[config.mk]
export PLATFORM = sky130hd
export DESIGN_NAME = sdram_arbiter_flat
export DESIGN_NICKNAME = d
export VERILOG_FILES = /design/src/rtl/sdram_arbiter_if.sv /design/src/rtl/sdram_arbiter.sv /design/src/flat_wrapper.sv
export SDC_FILE = /design/constraint.sdc
export NUM_CORES = 1
export LEC_CHECK = 0
export BUFFER_PORTS_ARGS = -buffer_cell sky130_fd_sc_hd__buf_2
export CELL_PAD_IN_SITES_DETAIL_PLACEMENT = 2
export CELL_PAD_IN_SITES_GLOBAL_PLACEMENT = 2
export CORE_MARGIN = 3
export CORE_UTILIZATION = 21
export DETAILED_ROUTE_END_ITERATION = 6
export PLACE_DENSITY_LB_ADDON = 0.1
export REMOVE_ABC_BUFFERS = 1
export SETUP_SLACK_MARGIN = 0.02
export SYNTH_ARGS = -nofsm -noshare
export SYNTH_HDL_FRONTEND = slang
export SYNTH_SLANG_ARGS = --single-unit
[constraint.sdc]
create_clock -name clk_96 -period 1.88 [get_ports clk_96]
set_input_delay 0.188 -clock clk_96 [delete_from_list [all_inputs] [get_ports clk_96]]
set_output_delay 0.188 -clock clk_96 [all_outputs]
set_load 0.005 [all_outputs]
[src/rtl/sdram_arbiter_if.sv]
// sdram_arbiter_if
//   Bundles the requester handshakes (video, CPU, DMA) and the single
//   controller port shared by the arbiter.
//   slave  : arbiter side  (takes requests and controller read data,
//            drives acks, read data and the controller request bus)
//   master : requester / controller side (the mirror image)
interface sdram_arbiter_if;
    logic        vid_req;
    logic [23:0] vid_addr;
    logic        vid_ack;
    logic [63:0] vid_dout64;

    logic        cpu_req;
    logic        cpu_we;
    logic [23:0] cpu_addr;
    logic [1:0]  cpu_ds;
    logic [15:0] cpu_din;
    logic        cpu_ack;
    logic [15:0] cpu_dout;

    logic        dma_req;
    logic        dma_we;
    logic [23:0] dma_addr;
    logic [1:0]  dma_ds;
    logic [15:0] dma_din;
    logic        dma_ack;
    logic [15:0] dma_dout;

    logic        ram_req;
    logic        ram_we;
    logic [23:0] ram_addr;
    logic [1:0]  ram_ds;
    logic [15:0] ram_din;
    logic [15:0] ram_dout;
    logic [63:0] ram_dout64;

    modport slave (
        input  vid_req, vid_addr,
        output vid_ack, vid_dout64,
        input  cpu_req, cpu_we, cpu_addr, cpu_ds, cpu_din,
        output cpu_ack, cpu_dout,
        input  dma_req, dma_we, dma_addr, dma_ds, dma_din,
        output dma_ack, dma_dout,
        output ram_req, ram_we, ram_addr, ram_ds, ram_din,
        input  ram_dout, ram_dout64
    );

    modport master (
        output vid_req, vid_addr,
        input  vid_ack, vid_dout64,
        output cpu_req, cpu_we, cpu_addr, cpu_ds, cpu_din,
        input  cpu_ack, cpu_dout,
        output dma_req, dma_we, dma_addr, dma_ds, dma_din,
        input  dma_ack, dma_dout,
        input  ram_req, ram_we, ram_addr, ram_ds, ram_din,
        output ram_dout, ram_dout64
    );
endinterface

[src/rtl/sdram_arbiter.sv]
// sdram_arbiter
//   Shares the single cpu/chipset port of the 96 MHz SDRAM controller
//   between video (4-word burst reads), CPU and DMA. One request is granted
//   per 12-phase slot and held on the controller bus for the whole slot;
//   completion (data capture + one-cycle ack) happens at the end of the slot.
//   A refresh slot is forced after REFRESH_MAX consecutive granted slots.
//   Ports:
//     clk_96   : 96 MHz clock
//     init     : synchronous active-high reset
//     clk_8_en : 8 MHz enable; its rising edge re-aligns the slot phase
//     bus      : requester handshakes and controller port (slave modport)
module sdram_arbiter #(
    parameter int unsigned REFRESH_MAX = 32,
    parameter int unsigned SLOT_LAST   = 11
) (
    input  logic             clk_96,
    input  logic             init,
    input  logic             clk_8_en,
    sdram_arbiter_if.slave   bus
);
    localparam int unsigned BW = $clog2(REFRESH_MAX + 1);
    localparam logic [BW-1:0] BUSY_MAX = BW'(REFRESH_MAX);

    typedef enum logic [1:0] {OWN_NONE, OWN_VID, OWN_CPU, OWN_DMA} owner_t;
    typedef enum logic {RR_CPU, RR_DMA} rr_t;

    logic [3:0]    r_p;
    logic          r_en_d;
    owner_t        r_owner, w_owner_nxt;
    rr_t           r_rr, w_rr_nxt;
    logic [BW-1:0] r_busy, w_busy_nxt;
    logic          w_slot_end;

    logic          r_ram_req, r_ram_we;
    logic [23:0]   r_ram_addr;
    logic [1:0]    r_ram_ds;
    logic [15:0]   r_ram_din;
    logic          w_req_nxt, w_we_nxt;
    logic [23:0]   w_addr_nxt;
    logic [1:0]    w_ds_nxt;
    logic [15:0]   w_din_nxt;

    logic          r_vid_ack, r_cpu_ack, r_dma_ack;
    logic [63:0]   r_vid_dout64;
    logic [15:0]   r_cpu_dout, r_dma_dout;

    assign w_slot_end = (r_p == 4'(SLOT_LAST));

    // Phase counter mirrors the controller: the cycle after clk_8_en rises
    // it sits at SLOT_LAST-1, so the slot boundary follows two cycles later.
    always_ff @(posedge clk_96) begin
        if (init) begin
            r_p    <= '0;
            r_en_d <= 1'b0;
        end else begin
            r_en_d <= clk_8_en;
            if (clk_8_en && !r_en_d)
                r_p <= 4'(SLOT_LAST - 1);
            else if (w_slot_end)
                r_p <= '0;
            else
                r_p <= r_p + 4'd1;
        end
    end

    // State register: slot owner, round-robin pointer, busy-slot count.
    always_ff @(posedge clk_96) begin
        if (init) begin
            r_owner <= OWN_NONE;
            r_rr    <= RR_CPU;
            r_busy  <= '0;
        end else begin
            r_owner <= w_owner_nxt;
            r_rr    <= w_rr_nxt;
            r_busy  <= w_busy_nxt;
        end
    end

    // Next-state: grant decision taken only at the slot boundary.
    always_comb begin
        w_owner_nxt = r_owner;
        w_rr_nxt    = r_rr;
        w_busy_nxt  = r_busy;
        if (w_slot_end) begin
            w_owner_nxt = OWN_NONE;
            w_busy_nxt  = '0;
            if (r_busy != BUSY_MAX) begin
                if (bus.vid_req) begin
                    w_owner_nxt = OWN_VID;
                end else if (bus.cpu_req && bus.dma_req) begin
                    w_owner_nxt = (r_rr == RR_CPU) ? OWN_CPU : OWN_DMA;
                    w_rr_nxt    = (r_rr == RR_CPU) ? RR_DMA : RR_CPU;
                end else if (bus.cpu_req) begin
                    w_owner_nxt = OWN_CPU;
                    w_rr_nxt    = RR_DMA;
                end else if (bus.dma_req) begin
                    w_owner_nxt = OWN_DMA;
                    w_rr_nxt    = RR_CPU;
                end
                if (w_owner_nxt != OWN_NONE)
                    w_busy_nxt = r_busy + BW'(1);
            end
        end
    end

    // Output decode: controller bus contents for the next slot's owner.
    always_comb begin
        w_req_nxt  = 1'b0;
        w_we_nxt   = 1'b0;
        w_addr_nxt = r_ram_addr;
        w_ds_nxt   = r_ram_ds;
        w_din_nxt  = r_ram_din;
        case (w_owner_nxt)
            OWN_VID: begin
                w_req_nxt  = 1'b1;
                w_addr_nxt = bus.vid_addr;
                w_ds_nxt   = 2'b11;
            end
            OWN_CPU: begin
                w_req_nxt  = 1'b1;
                w_we_nxt   = bus.cpu_we;
                w_addr_nxt = bus.cpu_addr;
                w_ds_nxt   = bus.cpu_ds;
                w_din_nxt  = bus.cpu_din;
            end
            OWN_DMA: begin
                w_req_nxt  = 1'b1;
                w_we_nxt   = bus.dma_we;
                w_addr_nxt = bus.dma_addr;
                w_ds_nxt   = bus.dma_ds;
                w_din_nxt  = bus.dma_din;
            end
            default: ;
        endcase
    end

    // Registered outputs: completion of the ending slot and launch of the
    // next one share the same boundary edge.
    always_ff @(posedge clk_96) begin
        if (init) begin
            r_ram_req    <= 1'b0;
            r_ram_we     <= 1'b0;
            r_ram_addr   <= '0;
            r_ram_ds     <= '0;
            r_ram_din    <= '0;
            r_vid_ack    <= 1'b0;
            r_cpu_ack    <= 1'b0;
            r_dma_ack    <= 1'b0;
            r_vid_dout64 <= '0;
            r_cpu_dout   <= '0;
            r_dma_dout   <= '0;
        end else begin
            r_vid_ack <= 1'b0;
            r_cpu_ack <= 1'b0;
            r_dma_ack <= 1'b0;
            if (w_slot_end) begin
                case (r_owner)
                    OWN_VID: begin
                        r_vid_ack    <= 1'b1;
                        r_vid_dout64 <= bus.ram_dout64;
                    end
                    OWN_CPU: begin
                        r_cpu_ack <= 1'b1;
                        if (!r_ram_we) r_cpu_dout <= bus.ram_dout;
                    end
                    OWN_DMA: begin
                        r_dma_ack <= 1'b1;
                        if (!r_ram_we) r_dma_dout <= bus.ram_dout;
                    end
                    default: ;
                endcase
                r_ram_req  <= w_req_nxt;
                r_ram_we   <= w_we_nxt;
                r_ram_addr <= w_addr_nxt;
                r_ram_ds   <= w_ds_nxt;
                r_ram_din  <= w_din_nxt;
            end
        end
    end

    assign bus.ram_req    = r_ram_req;
    assign bus.ram_we     = r_ram_we;
    assign bus.ram_addr   = r_ram_addr;
    assign bus.ram_ds     = r_ram_ds;
    assign bus.ram_din    = r_ram_din;
    assign bus.vid_ack    = r_vid_ack;
    assign bus.cpu_ack    = r_cpu_ack;
    assign bus.dma_ack    = r_dma_ack;
    assign bus.vid_dout64 = r_vid_dout64;
    assign bus.cpu_dout   = r_cpu_dout;
    assign bus.dma_dout   = r_dma_dout;
endmodule

[src/flat_wrapper.sv]
// flat-port wrapper written by rule: the top's interface ports become plain ports
module sdram_arbiter_flat 
#(
    parameter int unsigned REFRESH_MAX = 32,
    parameter int unsigned SLOT_LAST   = 11
)
  (clk_96, init, clk_8_en, bus_vid_req, bus_vid_addr, bus_vid_ack, bus_vid_dout64, bus_cpu_req, bus_cpu_we, bus_cpu_addr, bus_cpu_ds, bus_cpu_din, bus_cpu_ack, bus_cpu_dout, bus_dma_req, bus_dma_we, bus_dma_addr, bus_dma_ds, bus_dma_din, bus_dma_ack, bus_dma_dout, bus_ram_req, bus_ram_we, bus_ram_addr, bus_ram_ds, bus_ram_din, bus_ram_dout, bus_ram_dout64);
  sdram_arbiter_if bus_i ();
  input  logic clk_96;
  input  logic init;
  input  logic clk_8_en;
  input wire logic [$bits(bus_i.vid_req)-1:0] bus_vid_req;
  input wire logic [$bits(bus_i.vid_addr)-1:0] bus_vid_addr;
  output wire logic [$bits(bus_i.vid_ack)-1:0] bus_vid_ack;
  output wire logic [$bits(bus_i.vid_dout64)-1:0] bus_vid_dout64;
  input wire logic [$bits(bus_i.cpu_req)-1:0] bus_cpu_req;
  input wire logic [$bits(bus_i.cpu_we)-1:0] bus_cpu_we;
  input wire logic [$bits(bus_i.cpu_addr)-1:0] bus_cpu_addr;
  input wire logic [$bits(bus_i.cpu_ds)-1:0] bus_cpu_ds;
  input wire logic [$bits(bus_i.cpu_din)-1:0] bus_cpu_din;
  output wire logic [$bits(bus_i.cpu_ack)-1:0] bus_cpu_ack;
  output wire logic [$bits(bus_i.cpu_dout)-1:0] bus_cpu_dout;
  input wire logic [$bits(bus_i.dma_req)-1:0] bus_dma_req;
  input wire logic [$bits(bus_i.dma_we)-1:0] bus_dma_we;
  input wire logic [$bits(bus_i.dma_addr)-1:0] bus_dma_addr;
  input wire logic [$bits(bus_i.dma_ds)-1:0] bus_dma_ds;
  input wire logic [$bits(bus_i.dma_din)-1:0] bus_dma_din;
  output wire logic [$bits(bus_i.dma_ack)-1:0] bus_dma_ack;
  output wire logic [$bits(bus_i.dma_dout)-1:0] bus_dma_dout;
  output wire logic [$bits(bus_i.ram_req)-1:0] bus_ram_req;
  output wire logic [$bits(bus_i.ram_we)-1:0] bus_ram_we;
  output wire logic [$bits(bus_i.ram_addr)-1:0] bus_ram_addr;
  output wire logic [$bits(bus_i.ram_ds)-1:0] bus_ram_ds;
  output wire logic [$bits(bus_i.ram_din)-1:0] bus_ram_din;
  input wire logic [$bits(bus_i.ram_dout)-1:0] bus_ram_dout;
  input wire logic [$bits(bus_i.ram_dout64)-1:0] bus_ram_dout64;
  assign bus_i.vid_req = bus_vid_req;
  assign bus_i.vid_addr = bus_vid_addr;
  assign bus_vid_ack = bus_i.vid_ack;
  assign bus_vid_dout64 = bus_i.vid_dout64;
  assign bus_i.cpu_req = bus_cpu_req;
  assign bus_i.cpu_we = bus_cpu_we;
  assign bus_i.cpu_addr = bus_cpu_addr;
  assign bus_i.cpu_ds = bus_cpu_ds;
  assign bus_i.cpu_din = bus_cpu_din;
  assign bus_cpu_ack = bus_i.cpu_ack;
  assign bus_cpu_dout = bus_i.cpu_dout;
  assign bus_i.dma_req = bus_dma_req;
  assign bus_i.dma_we = bus_dma_we;
  assign bus_i.dma_addr = bus_dma_addr;
  assign bus_i.dma_ds = bus_dma_ds;
  assign bus_i.dma_din = bus_dma_din;
  assign bus_dma_ack = bus_i.dma_ack;
  assign bus_dma_dout = bus_i.dma_dout;
  assign bus_ram_req = bus_i.ram_req;
  assign bus_ram_we = bus_i.ram_we;
  assign bus_ram_addr = bus_i.ram_addr;
  assign bus_ram_ds = bus_i.ram_ds;
  assign bus_ram_din = bus_i.ram_din;
  assign bus_i.ram_dout = bus_ram_dout;
  assign bus_i.ram_dout64 = bus_ram_dout64;
  sdram_arbiter #(.REFRESH_MAX(REFRESH_MAX), .SLOT_LAST(SLOT_LAST)) u_core (.clk_96(clk_96), .init(init), .clk_8_en(clk_8_en), .bus(bus_i));
endmodule
==> metrics, run 1 <==
Post-synth EDFFs=0; largest net degree at the start of global routing=between 80 and 90; n_diodes=0; core footprint=roughly 28000 µm²; CP startpoint=u_core.r_busy[0]; Fin. Hold Viols=0; CTS tree=built; FF-to-FF setup slack=-210 ps; starting density of the core=0.215; DRT iter0 DRCs=about 240; RSZ-0062 raised after global routing=yes; Slowest-stage cell, CP=or4b_4; synth-to-layout area growth=80.8%; Worst IR Drop VDD=0.525 mV; slew margin rel.=0.135; Final Cycle Share=1.11; Die Ht=roughly 180 µm; Hold Path Origin=bus_dma_din[10]; RR Startpoint=u_core.r_busy[0]; RR Endpoint=u_core.bus.ram_addr[0]; Critical Path RT=~2200 ps; later-pin clock latency in the skew report=roughly 430 ps; critical path's top delay family=compound AO/OA/AOI/OAI gates; DR WL/cell=roughly 19 µm; Die X=175 µm; Crit path largest cell delay=roughly 480 ps; via/cell ratio=~4.5; area leader, netlist=dfxtp_1; Synth top area share=0.522; Least-Margin Pin Slew=roughly 1300 ps; DPL Wire Length=17900 µm; reg2reg path depth=9; crit path cell chain=inv_2 > ha_4 > or4b_4 > buf_6 > o211ai_4 > buf_12 > buf_12 > a221oi_1 > a211oi_1; post-route ant nets=0; vias after detailed routing=just over 7000; Max Cap Viol=0; WHS Endpoint=u_core.bus.ram_din[10]; TritonCTS Buffers=17; Top FF cell, synth=dfxtp_1; Crit Path Max Fanout=8; CP most frequent cell=buf_12; synth top area cells=dfxtp_1, nand2_1, a21oi_1; vias in the first global route=roughly 7700; CP startpoint kind=flip-flop; final setup vio count=48; Max Clk Rate=478 MHz; total grt overflow=0; CP arrival=about 2400 ps; routed wire length=30900 µm; clock buffer depth=2; Clock Sinks=~160; synth warn=0; total global routing track utilization=0.174; Pre-antenna DRT Iters=4; Clk pin slew, worst setup/hold paths=around 70 ps; I/O pins=339; H-tree levels=4; Pleak=around 0.0047 µW; Tmin final=approximately 2100 ps; CP Capture Type=flip-flop; Util after Layout=0.389; Die ar.=slightly above 30000 µm²; buffers and inverters on the worst path=4; Pins Over Slew Limit=0; first-pass GRT wire length=roughly 43000 µm; Synth Cell Area=about 6000 µm²; #FFs+latches synth=around 160; root buf cell=clkbuf_16; post-synthesis cell type count=44; failing checks=setup timing; pwr/cell area=692 nW/µm²; Async SR Flop Fraction=0; WS Path Type=reg -> reg; hold depth=3; Rows=61; Min-Delay Path Class=in -> reg; outcome=finished, violations left; worst clock skew=14.6 ps; initial antenna violation count=0; Commonest cells post-synth=nand2_1, dfxtp_1, a21oi_1; hold_ws=roughly 11 ps; Placer Congestion=0.700; register area share after synthesis=0.522; syn avg cell area=approximately 8 µm²; share of layout cells above drive strength 1=0.428; Setup WS post-layout=-213 ps; count leader, synth=nand2_1; port buffer count=between 300 and 400; final net count=between 1000 and 1500; DRC viols=0; cells after synthesis=around 740
## worst register-to-register path: stages, from the launching register on
cell,delay (ps)
dfxtp_2,330
inv_2,70
ha_4,120
or4b_4,480
buf_6,150
o211ai_4,200
buf_12,160
buf_12,150
a221oi_1,70
a211oi_1,290
## layer usage
metal | track usage | share of wire | vias up
met5 | 0 | 0 | -
met2 | 0.302 | 0.49 | 222
met3 | 0.0460 | 0.055 | 36
met1 | 0.211 | 0.43 | 3461
li1 | - | - | 3506
met4 | 0.0512 | 0.019 | 0
## cell usage in the layout, fill, tap and decap left out, types with 3 or more instances in the layout
master	netlist	routed
buf_2	14	337
nand3_1	4	3
or3_1	3	3
buf_8	0	3
a221oi_1	24	17
a21oi_1	104	100
nand2_1	258	240
clkinv_4	0	3
a31oi_1	3	3
dlygate4sd3_1	0	103
buf_6	1	13
buf_4	1	44
o31ai_4	0	3
nand2_2	0	17
buf_12	0	10
and2_4	1	3
nor2_1	39	35
dfxtp_2	0	4
dfxtp_1	157	153
nand2b_1	3	3
a211oi_1	26	22
nor3b_1	4	3
a211oi_2	0	4
a21oi_2	0	4
o221ai_2	0	12
a221oi_2	0	6
clkinvlp_4	0	3
nand3b_1	3	3
nor2_4	0	3
clkbuf_16	0	24
inv_6	0	3
## power breakdown
| group | internal (µW) | switching [µW] | total (µW) |
|---|---|---|---|
| registers | 3350 | 15.8 | 3360 |
| logic | 405 | 325 | 730 |
| clock network | 1860 | 1580 | 3440 |
| total | 5610 | 1920 | 7530 |
## registers in the layout, indices dropped and copies added, names as in the netlist
| signal | flops |
|---|---|
| u_core.bus.dma_ack | 1 |
| u_core.r_owner | 2 |
| u_core.bus.ram_req | 1 |
| u_core.bus.cpu_ack | 1 |
| u_core.r_p | 4 |
| u_core.r_busy | 6 |
| u_core.bus.ram_din | 16 |
| u_core.bus.vid_ack | 1 |
| u_core.r_en_d | 1 |
| u_core.bus.ram_we | 1 |
| u_core.bus.cpu_dout | 16 |
| u_core.bus.vid_dout64 | 64 |
| u_core.bus.ram_ds | 2 |
| u_core.r_rr | 1 |
| u_core.bus.dma_dout | 16 |
| u_core.bus.ram_addr | 24 |
## final cells by class
type	count	area, µm²
fillers	3224	17100
repair buffers	517	3610
flip-flops and latches	157	3150
multi-input cells	527	3070
well taps	378	473
clock buffers	19	433
clock inverters	13	133
inverters	4	15.0
## how the worst max path moves through the flow
stage / endpoint / slack (ps) / depth (start not counted)
floorplan: u_core.bus.vid_dout64[0] / -2780 / 5
global placement: u_core.bus.ram_addr[21] / -350 / 7
detailed placement: u_core.bus.ram_addr[0] / -490 / 7
CTS: u_core.bus.ram_din[4] / -160 / 11
global route: u_core.bus.ram_addr[17] / -270 / 9
finish: u_core.bus.ram_addr[0] / -210 / 9
## metrics by stage
step | power [µW] | instances | TNS (ps) | worst slack (ps) | area, µm²
after CTS | 7600 | 1592 | -6300 | -160 | 10300
final | 7530 | 1615 | -6400 | -213 | 10900
after detailed placement | 3900 | 1437 | -13420 | -487 | 8350
after global placement | 3900 | 1437 | -9960 | -352 | 8350
after floorplan | 3530 | 684 | -188070 | -2780 | 5790
after global routing | 7860 | 1615 | -10790 | -270 | 10900
## cell families (layout without fill, tap and decap cells)
group,after synthesis,after routing,synth area share
xor gates and xnor gates,1,1,0.00145
AOI/OAI and AO/OA,188,189,0.203
adders and majority gates,3,3,0.00623
muxes,2,2,0.00332
DFF,157,157,0.522
buffers and inverters,59,553,0.0415
and+or+nand+nor,329,332,0.223
## what timing repair did
action / in CTS / in global routing
pin swaps: 28 / 29
hold buffers: 100 / 3
gates resized for setup: 34 / 76
cloned: 3 / 14
endpoints found under the setup margin: 108 / 144
buffers inserted: 20 / 11
endpoints found under the hold margin: 106 / 3
No activity file was read; power rests on OpenSTA's default activity.
==> run 2: changes to the inputs <==
- CTS_CLUSTER_SIZE: unset -> 12
- GPL_TIMING_DRIVEN: unset -> 0
==> metrics, run 2 (synthesis results as in run 1) <==
Fin. Hold Viols=0; Min-Delay Path Class=in -> reg; port buffer count=about 340; DR WL/cell=17.7 µm; core footprint=28000 µm²; Rows=61; initial antenna violation count=0; hold_ws=about 32 ps; n_diodes=0; CP Capture Type=flip-flop; DRC viols=0; Die Ht=approximately 180 µm; later-pin clock latency in the skew report=roughly 430 ps; share of layout cells above drive strength 1=0.400; slew margin rel.=0.632; Placer Congestion=~0.7; clock buffer depth=2; Max Cap Viol=0; Critical Path RT=about 2200 ps; H-tree levels=4; Max Clk Rate=523 MHz; Least-Margin Pin Slew=~550 ps; WS Path Type=reg -> reg; vias after detailed routing=7169; pwr/cell area=between 600 and 700 nW/µm²; max reg flops=between 60 and 70; vias in the first global route=approximately 7800; largest net degree at the start of global routing=about 110; Clk pin slew, worst setup/hold paths=70 ps; Crit Path Max Fanout=5; DPL Wire Length=about 18000 µm; total global routing track utilization=0.177; Final Cycle Share=1.02; starting density of the core=0.215; worst clock skew=around 13 ps; failing checks=setup timing; I/O pins=339; Pins Over Slew Limit=0; TritonCTS Buffers=17; fin area=10900 µm²; via/cell ratio=4.45; FILL cells=around 3200; final setup vio count=21; routed wire length=28600 µm; synth-to-layout area growth=80.3%; CTS tree=built; Die ar.=30800 µm²; post-route ant nets=0; Pleak=between 0.004 and 0.005 µW; CP arrival=~2200 ps; total grt overflow=0; root buf cell=clkbuf_16; Tmin final=between 1500 and 2000 ps; commonest non-fill, non-tap cells in the layout=buf_2, nand2_1, dfxtp_1, dlygate4sd3_1, a21oi_1; Pre-antenna DRT Iters=4; Clock Sinks=157; final net count=1418; Die X=175 µm; RSZ-0062 raised after global routing=yes; Post-DP Area=a little over 8000 µm²; commonest non-fill, non-tap cell in the layout=buf_2; outcome=finished, violations left; DRT iter0 DRCs=198; first-pass GRT wire length=around 43000 µm; CP startpoint kind=flip-flop; Setup WS post-layout=-33.1 ps; Worst IR Drop VDD=0.540 mV
[run 2: cell count changes in the layout (fill, tap and decap cells not counted), sizes merged]
| cell | before | now |
|---|---|---|
| or3 | 3 | 4 |
| clkinv | 4 | 3 |
| clkbuf | 26 | 21 |
| nor2 | 39 | 40 |
| buf | 407 | 381 |
| inv | 9 | 10 |
| o31ai | 3 | 2 |
| dlygate4sd3 | 103 | 128 |
[run 2: path summary, 6_finish.rpt]
kind | startpoint | to | slack, ps | cells past startpoint
min reg2reg | u_core.bus.ram_din[9] | u_core.bus.ram_din[9] | 440 | 2
max | u_core.r_busy[0] | u_core.bus.ram_addr[0] | -30 | 9
min | bus_cpu_din[10] | u_core.bus.ram_din[10] | 30 | 3
max reg2reg | u_core.r_busy[0] | u_core.bus.ram_addr[0] | -30 | 9
[run 2: metrics by stage]
step	setup WS (ps)	util	TNS (ps)	instances	power (µW)
after global routing	-118	0.388	-3690	1610	7880
after detailed placement	-901	0.292	-88240	1413	3870
final	-33.1	0.388	-314	1610	7510
after global placement	-6290	0.284	-510270	1400	3850
after CTS	-72.8	0.378	-155	1601	7650
after floorplan	-2780	-	-188070	684	3530
[run 2: area by class of cell]
cell class	count	area (µm²)	share of cell area
Clock buffer	19	433	0.0399
Multi-Input combinational cell	528	3020	0.278
Inverter	4	15.0	0.00138
Sequential cell	157	3150	0.290
Clock inverter	13	133	0.0122
Timing Repair Buffer	511	3630	0.335
Tap cell	378	473	0.0435
[run 2: routing by layer]
| layer | vias up | track usage | part of all wire | wire, µm |
|---|---|---|---|---|
| met5 | - | 0 | 0 | 0 |
| met3 | 28 | 0.0549 | 0.069 | 1980 |
| met2 | 226 | 0.323 | 0.51 | 14500 |
| li1 | 3491 | - | - | - |
| met4 | 0 | 0.0472 | 0.017 | 484 |
| met1 | 3424 | 0.200 | 0.41 | 11600 |
[run 2: power by group]
| part | internal (µW) | total [µW] | switching [µW] |
|---|---|---|---|
| sequential | 3350 | 3370 | 18.5 |
| clock | 1860 | 3430 | 1570 |
| combinational | 413 | 718 | 306 |
[run 2: critical path: stages, from the launching register on]
cell,delay [ps]
dfxtp_2,320
inv_2,70
ha_4,120
or4b_4,530
nor2_4,180
o31ai_4,100
buf_12,160
clkbuf_16,160
nand2_2,60
a211oi_1,60
[run 2: what timing repair did]
action                                  4_1_cts  5_1_grt
pin swaps                                    31       18
gates cloned                                  4        4
hold endpoints to repair                    132        0
setup buffers                                25        6
gates resized for setup                      62       41
endpoints found under the setup margin      147      120
hold buffers                                128        0
